### src/rtl/uart_rx_fifo.sv
// ---------------------------------------------------------------------------
// uart_rx_fifo
//
// Receive buffer sitting between the uart core and the CPU I/O decode
// (data at 0x0001, status at 0x0002). Each byte the uart flags with rx_new is
// pulled into a small FIFO and acknowledged, so receive bursts survive while
// the CPU is busy. Everything runs on posedge of the cpu_clk domain.
//
// Optional feature macro: RXF_IRQ_EN
//   defined   : irq is a registered "occupancy >= IRQ_LEVEL" flag, computed
//               from the next-state count so it tracks count cycle-exactly.
//   undefined : irq is tied low and IRQ_LEVEL has no effect.
//
// Parameters
//   DEPTH_LOG2 : FIFO depth is 2**DEPTH_LOG2 entries
//   IRQ_LEVEL  : occupancy threshold for irq, 1..2**DEPTH_LOG2
//
// Ports
//   clk      in   cpu clock
//   rst      in   synchronous active-high reset
//   rx_new   in   uart "byte available" level, held until acknowledged
//   rx_data  in   uart byte, stable while rx_new is high
//   rx_ack   out  one-cycle registered pulse to the uart read strobe
//   rd_pop   in   bus read-done strobe, pops the head entry
//   rd_data  out  head byte, 8'h00 when empty
//   status   out  {5'b0, ovf, full, nonempty}
//   clr_ovf  in   clears the sticky overflow flag
//   count    out  current occupancy 0..2**DEPTH_LOG2
//   irq      out  receive interrupt
// ---------------------------------------------------------------------------
module uart_rx_fifo #(
    parameter int DEPTH_LOG2 = 4,
    parameter int IRQ_LEVEL  = 1
) (
    input  logic                  clk,
    input  logic                  rst,
    input  logic                  rx_new,
    input  logic [7:0]            rx_data,
    output logic                  rx_ack,
    input  logic                  rd_pop,
    output logic [7:0]            rd_data,
    output logic [7:0]            status,
    input  logic                  clr_ovf,
    output logic [DEPTH_LOG2:0]   count,
    output logic                  irq
);

    localparam int DEPTH = 2 ** DEPTH_LOG2;

    localparam logic [DEPTH_LOG2-1:0] PTR_ONE    = {{(DEPTH_LOG2-1){1'b0}}, 1'b1};
    localparam logic [DEPTH_LOG2:0]   CNT_ONE    = {{DEPTH_LOG2{1'b0}}, 1'b1};
    localparam logic [DEPTH_LOG2:0]   FULL_COUNT = {1'b1, {DEPTH_LOG2{1'b0}}};

    // Reject a threshold that could never be met or is always met from empty.
    if ((IRQ_LEVEL < 1) || (IRQ_LEVEL > DEPTH)) begin : g_bad_irq_level
        $error("uart_rx_fifo: IRQ_LEVEL must be within 1..2**DEPTH_LOG2");
    end

    // IDLE takes a byte when rx_new is seen; WAIT_LO blocks until the uart
    // drops rx_new so a slow de-assert cannot cause a second push.
    typedef enum logic [0:0] {
        ST_IDLE    = 1'b0,
        ST_WAIT_LO = 1'b1
    } state_t;

    state_t                  state_r;
    state_t                  state_nxt_s;
    logic                    take_s;
    logic                    rx_ack_r;

    logic [7:0]              mem_r [DEPTH];
    logic [DEPTH_LOG2-1:0]   wr_ptr_r;
    logic [DEPTH_LOG2-1:0]   rd_ptr_r;
    logic [DEPTH_LOG2:0]     count_r;
    logic [DEPTH_LOG2:0]     count_nxt_s;
    logic                    ovf_r;
    logic                    ovf_nxt_s;

    logic                    full_s;
    logic                    nonempty_s;
    logic                    pop_s;
    logic                    push_s;
    logic                    overflow_s;
    logic [7:0]              rd_data_s;

    assign full_s     = (count_r == FULL_COUNT);
    assign nonempty_s = (count_r != '0);

    // Ingest FSM next state; take_s marks the single cycle a byte is accepted.
    always_comb begin
        state_nxt_s = state_r;
        take_s      = 1'b0;
        case (state_r)
            ST_IDLE: begin
                if (rx_new) begin
                    take_s      = 1'b1;
                    state_nxt_s = ST_WAIT_LO;
                end else begin
                    state_nxt_s = ST_IDLE;
                end
            end
            ST_WAIT_LO: begin
                if (!rx_new) begin
                    state_nxt_s = ST_IDLE;
                end else begin
                    state_nxt_s = ST_WAIT_LO;
                end
            end
            default: begin
                state_nxt_s = ST_IDLE;
            end
        endcase
    end

    // FSM state and the registered acknowledge pulse.
    always_ff @(posedge clk) begin
        if (rst) begin
            state_r  <= ST_IDLE;
            rx_ack_r <= 1'b0;
        end else begin
            state_r  <= state_nxt_s;
            rx_ack_r <= take_s;
        end
    end

    // Push/pop decisions and next occupancy. A pop on a full FIFO frees the
    // slot the coinciding push needs, so that case is not an overflow.
    always_comb begin
        pop_s      = rd_pop & nonempty_s;
        push_s     = 1'b0;
        overflow_s = 1'b0;
        if (take_s) begin
            if (!full_s || pop_s) begin
                push_s = 1'b1;
            end else begin
                overflow_s = 1'b1;
            end
        end else begin
            push_s     = 1'b0;
            overflow_s = 1'b0;
        end

        case ({push_s, pop_s})
            2'b10:   count_nxt_s = count_r + CNT_ONE;
            2'b01:   count_nxt_s = count_r - CNT_ONE;
            default: count_nxt_s = count_r;
        endcase

        // A new overflow wins over a coinciding clear.
        if (overflow_s) begin
            ovf_nxt_s = 1'b1;
        end else if (clr_ovf) begin
            ovf_nxt_s = 1'b0;
        end else begin
            ovf_nxt_s = ovf_r;
        end
    end

    // Pointers, occupancy and the sticky overflow flag.
    always_ff @(posedge clk) begin
        if (rst) begin
            wr_ptr_r <= '0;
            rd_ptr_r <= '0;
            count_r  <= '0;
            ovf_r    <= 1'b0;
        end else begin
            if (push_s) begin
                wr_ptr_r <= wr_ptr_r + PTR_ONE;
            end
            if (pop_s) begin
                rd_ptr_r <= rd_ptr_r + PTR_ONE;
            end
            count_r <= count_nxt_s;
            ovf_r   <= ovf_nxt_s;
        end
    end

    // Storage array; deliberately not cleared by reset.
    always_ff @(posedge clk) begin
        if (push_s) begin
            mem_r[wr_ptr_r] <= rx_data;
        end
    end

    // Head byte, forced to zero when nothing is buffered.
    always_comb begin
        rd_data_s = 8'h00;
        if (nonempty_s) begin
            rd_data_s = mem_r[rd_ptr_r];
        end else begin
            rd_data_s = 8'h00;
        end
    end

`ifdef RXF_IRQ_EN
    localparam logic [DEPTH_LOG2:0] IRQ_LEVEL_C = IRQ_LEVEL[DEPTH_LOG2:0];

    logic irq_r;

    // Interrupt follows the occupancy the FIFO is about to have.
    always_ff @(posedge clk) begin
        if (rst) begin
            irq_r <= 1'b0;
        end else begin
            irq_r <= (count_nxt_s >= IRQ_LEVEL_C);
        end
    end

    assign irq = irq_r;
`else
    assign irq = 1'b0;
`endif

    assign rx_ack  = rx_ack_r;
    assign rd_data = rd_data_s;
    assign count   = count_r;
    assign status  = {5'b00000, ovf_r, full_s, nonempty_s};

endmodule
### config.mk
export PLATFORM = sky130hd
export DESIGN_NAME = uart_rx_fifo
export DESIGN_NICKNAME = d
export VERILOG_FILES = /design/src/rtl/uart_rx_fifo.sv
export SDC_FILE = /design/constraint.sdc
export NUM_CORES = 1
export LEC_CHECK = 0
export ABC_AREA = 1
export CORE_MARGIN = 4
export CORE_UTILIZATION = 65
export CTS_BUF_LIST = sky130_fd_sc_hd__clkbuf_8
export CTS_CLUSTER_DIAMETER = 50
export DETAILED_ROUTE_END_ITERATION = 10
export GPL_TIMING_DRIVEN = 0
export PLACE_DENSITY = 0.92
export SLEW_MARGIN = 20
export SYNTH_ARGS = -nofsm -noshare
export SYNTH_HDL_FRONTEND = slang
export SYNTH_SLANG_ARGS = --single-unit
### constraint.sdc
create_clock -name clk -period 3.4 [get_ports clk]
set_clock_uncertainty 0.2 [all_clocks]
set_input_delay 0.51 -clock clk [delete_from_list [all_inputs] [get_ports clk]]
set_output_delay 0.51 -clock clk [all_outputs]
set_load 0.02 [all_outputs]
==> impl_metrics.csv <==
group,metric,value,unit
cts,clk_pin_slew,0.08,ns
power,p_sw_share,32.5,%
timing,fin_crit,3.28,ns
drt,drcViolationCount,0,
drt,drtAntennaViolNets,0,
grt,grtUsageTotal,27.9,%
synthesis,synthesis.area,0.00628,mm²
run,drv_cap,0,
drt,dr.first_iter.drc_count,630,
timing,fin_crit_sh,96.5,%
synthesis,synth_area_leader_cell,"edfxtp_1",
worst_setup_path,critical_path_arrival,2.57,ns
synthesis,synthArstFlopShare,0,%
cells_and_area,multi_input_area,0.00174,mm²
cts,clock_path_buffers,2,
timing,fmax,305,MHz
synthesis,synth_edf_count,128,
cells_and_area,diodes,0,
timing,setup_tns,0,ns
placement,io_buffers,29,
power,p_comb_share,27.7,%
synthesis,synth.most_common_cell,"nand2_1",
floorplanning,dieArea,0.0113,mm²
timing,hold_violations,0,
drt,dr_total_vias,4566,
cts,htree_levels,4,
power,switching_power,1.60,mW
synthesis,ys_top_cells_by_area,"edfxtp_1 (61%), nand2_1 (11%), nand3_1 (8.3%)",
cts,cts_made_buffers,17,
cts,clock_latency,0.43,ns
cells_and_area,drive_above_1_share,12.1,%
grt,overflow,0,
grt,antenna_found_initial,0,
cts,clock-sinks,148,
drt,viasPerCell,5.95,
floorplanning,initial_core_util,67.3,%
timing,rsz0062_at_grt,"false",
synthesis,yosys.cell_types.count,29,
min_path,hp-start,"ovf_r",
floorplanning,rows,35,
cts,post_cts_buffers,0,
worst_setup_path,required,2.69,ns
timing,relSlewSlack,37.0,%
cells_and_area,nFillCells,536,
min_path,holdCritPathClass,"reg -> reg",
cts,cts_tree,"done",
worst_setup_path,r2r_cells,11,
power,p_int,3.32,mW
placement,placedCellCount,736,
floorplanning,num_io_pins,36,
cells_and_area,stdcell_count,768,
cells_and_area,fin_nets,648,
min_path,whs_endpoint,"ovf_r",
worst_setup_path,reg2reg_to,"count[4]",
grt,grt_max_degree,17,
worst_setup_path,regToRegSetupSlack,1.03,ns
synthesis,ys_seq_area_share,67.6,%
grt,grt_pass1_wl,23.6,mm
status,status,"complete, no violations",
worst_setup_path,critical_path_class,"reg -> out",
worst_setup_path,setup.worst_path.start_class,"flop",
power,seq_power_share,42.2,%
synthesis,ys_ff_latch,148,
worst_setup_path,crit_fanout,10,
cells_and_area,postLayoutCoreUtil,77.1,%
power,powerDensity,685,mW/mm²
drt,drt_wl_total,14.9,mm
drt,wl_per_cell,19.4,µm
synthesis,syn_inst,573,
synthesis,synth.avg_cell_area,11.0,µm²
synthesis,yosys_warnings,0,
power,p_clk_share,30.1,%
min_path,hold_depth,2,
power,leakagePower,2.74,nW
floorplanning,die_w,106,µm
floorplanning,die_h,106,µm
placement,place_hpwl,9.87,mm
power,vdd.ir_drop.worst,0.477,mV
cts,cts-root-buf,"clkbuf_8",
placement,gp_congestion,0.935,
drt,drtPass1Iterations,7,
cells_and_area,syn_to_final_growth,14.5,%
synthesis,synthTopCellsByCount,"nand2_1 (183), edfxtp_1 (128), nand3_1 (104)",
worst_setup_path,worstSetupEndpointType,"output pin",
synthesis,synth-main-ff-cell,"edfxtp_1",
grt,grt_pass1_vias,4489,
worst_setup_path,reg2reg_from,"count[0]",
timing,worst_pin_slew,0.941,ns
timing,drv_slew,0,
timing,finalSetupViolCount,0,
synthesis,synth_top_area_share,61.2,%
cells_and_area,ff_latch_area,0.00424,mm²
floorplanning,core,0.00933,mm²
==> power groups by stage <==
stage,Sequential [mW],Clock (mW),Combinational [mW]
2_1_floorplan,2.13,0,0.822
6_report,2.08,1.48,1.36
3_3_place_gp,2.11,0,1.26
4_1_cts,2.08,1.48,1.34
3_5_place_dp,2.12,0,1.32
5_1_grt,2.08,1.57,1.48
==> logic make-up (layout without fill, tap and decap cells) <==
group / after synthesis / count (layout) / share of synthesized area (%)
xor gates and xnor gates: 3 / 3 / 0.419
other: 1 / 6 / 0.0597
buffers and inverters: 55 / 116 / 5.02
and+or+nand+nor: 332 / 332 / 22.9
AOI/OAI and AO/OA: 25 / 25 / 2.09
DFF: 148 / 148 / 67.6
adders and majority gates: 9 / 9 / 1.91
==> cells in the final DEF, fill, tap and decap left out, types with 4 or more instances in the layout <==
master	instances
nand2_1	183
edfxtp_1	128
nand3_1	104
nor2_1	32
clkdlybuf4s50_1	29
dfxtp_1	20
inv_1	17
a21oi_1	17
clkbuf_8	17
buf_4	13
buf_2	12
ha_1	8
buf_6	6
conb_1	6
bufinv_16	4
==> flip-flops by register name, indices dropped and copies added (netlist names), named ones only <==
| register | cells |
|---|---|
| count | 5 |
| mem_r | 128 |
| ovf_r | 1 |
| rd_ptr_r | 4 |
| rx_ack | 1 |
| state_r | 1 |
| wr_ptr_r | 4 |
==> layer usage <==
layer / global-route usage (%) / wire length, µm / up-vias / share of wire (%)
met3: 5.65 / 1740 / 50 / 12
li1: - / - / 2060 / -
met5: 0 / 0 / - / 0
met1: 36.2 / 5280 / 2116 / 35
met2: 46.8 / 7430 / 340 / 50
met4: 10.5 / 477 / 0 / 3.2
==> layout make-up <==
type                       instances  area share [%]
sequential                       148            59.0
multi-input combinational        375            24.2
timing repair buffer              29            4.04
buffer                            34            3.29
clock buffer                      17            3.26
clock inverter                    15            2.82
tap                              129            2.25
inverter                          21            1.13
==> worst max-delay path, stage by stage (launching register included) <==
cell and delay (ns):
dfxtp_1 0.33, inv_2 0.17, buf_2 0.26, nand2_1 0.11, nand3_1 0.13, nand3_1 0.12
nand2_1 0.11, nand2_1 0.06, a21oi_1 0.20, clkdlybuf4s50_1 0.64
==> what timing repair did <==
item / 4_1_cts / 5_1_grt
hold buffers: 0 / 0
endpoints found under the setup margin: 0 / 4
gates resized for setup: 0 / 2
endpoints found under the hold margin: 0 / 0
==> worst max path at each step <==
stage	from	endpoint	slack [ns]	cells past startpoint
6_report	flop	rd_data[3]	0.12	9
3_3_place_gp	rx_new	count[4]	0.60	13
4_1_cts	flop	rd_data[5]	0.12	8
2_1_floorplan	rx_new	count[4]	1.20	12
3_5_place_dp	rx_new	count[4]	0.51	13
5_1_grt	flop	rd_data[3]	0.003	9
==> metrics by stage <==
step | setup slack [ns] | cell area (µm²) | power [mW] | hold WS, ns
finish | 0.121 | 7190 | 4.92 | 0.299
global route | 0.00335 | 7190 | 5.14 | 0.332
CTS | 0.116 | 7190 | 4.90 | 0.300
detailed placement | 0.509 | 6750 | 3.44 | 0.287
global placement | 0.598 | 6750 | 3.37 | 0.266
floorplan | 1.20 | 6300 | 2.95 | 0.246
Note: power is estimated with default switching activity, not from simulation.
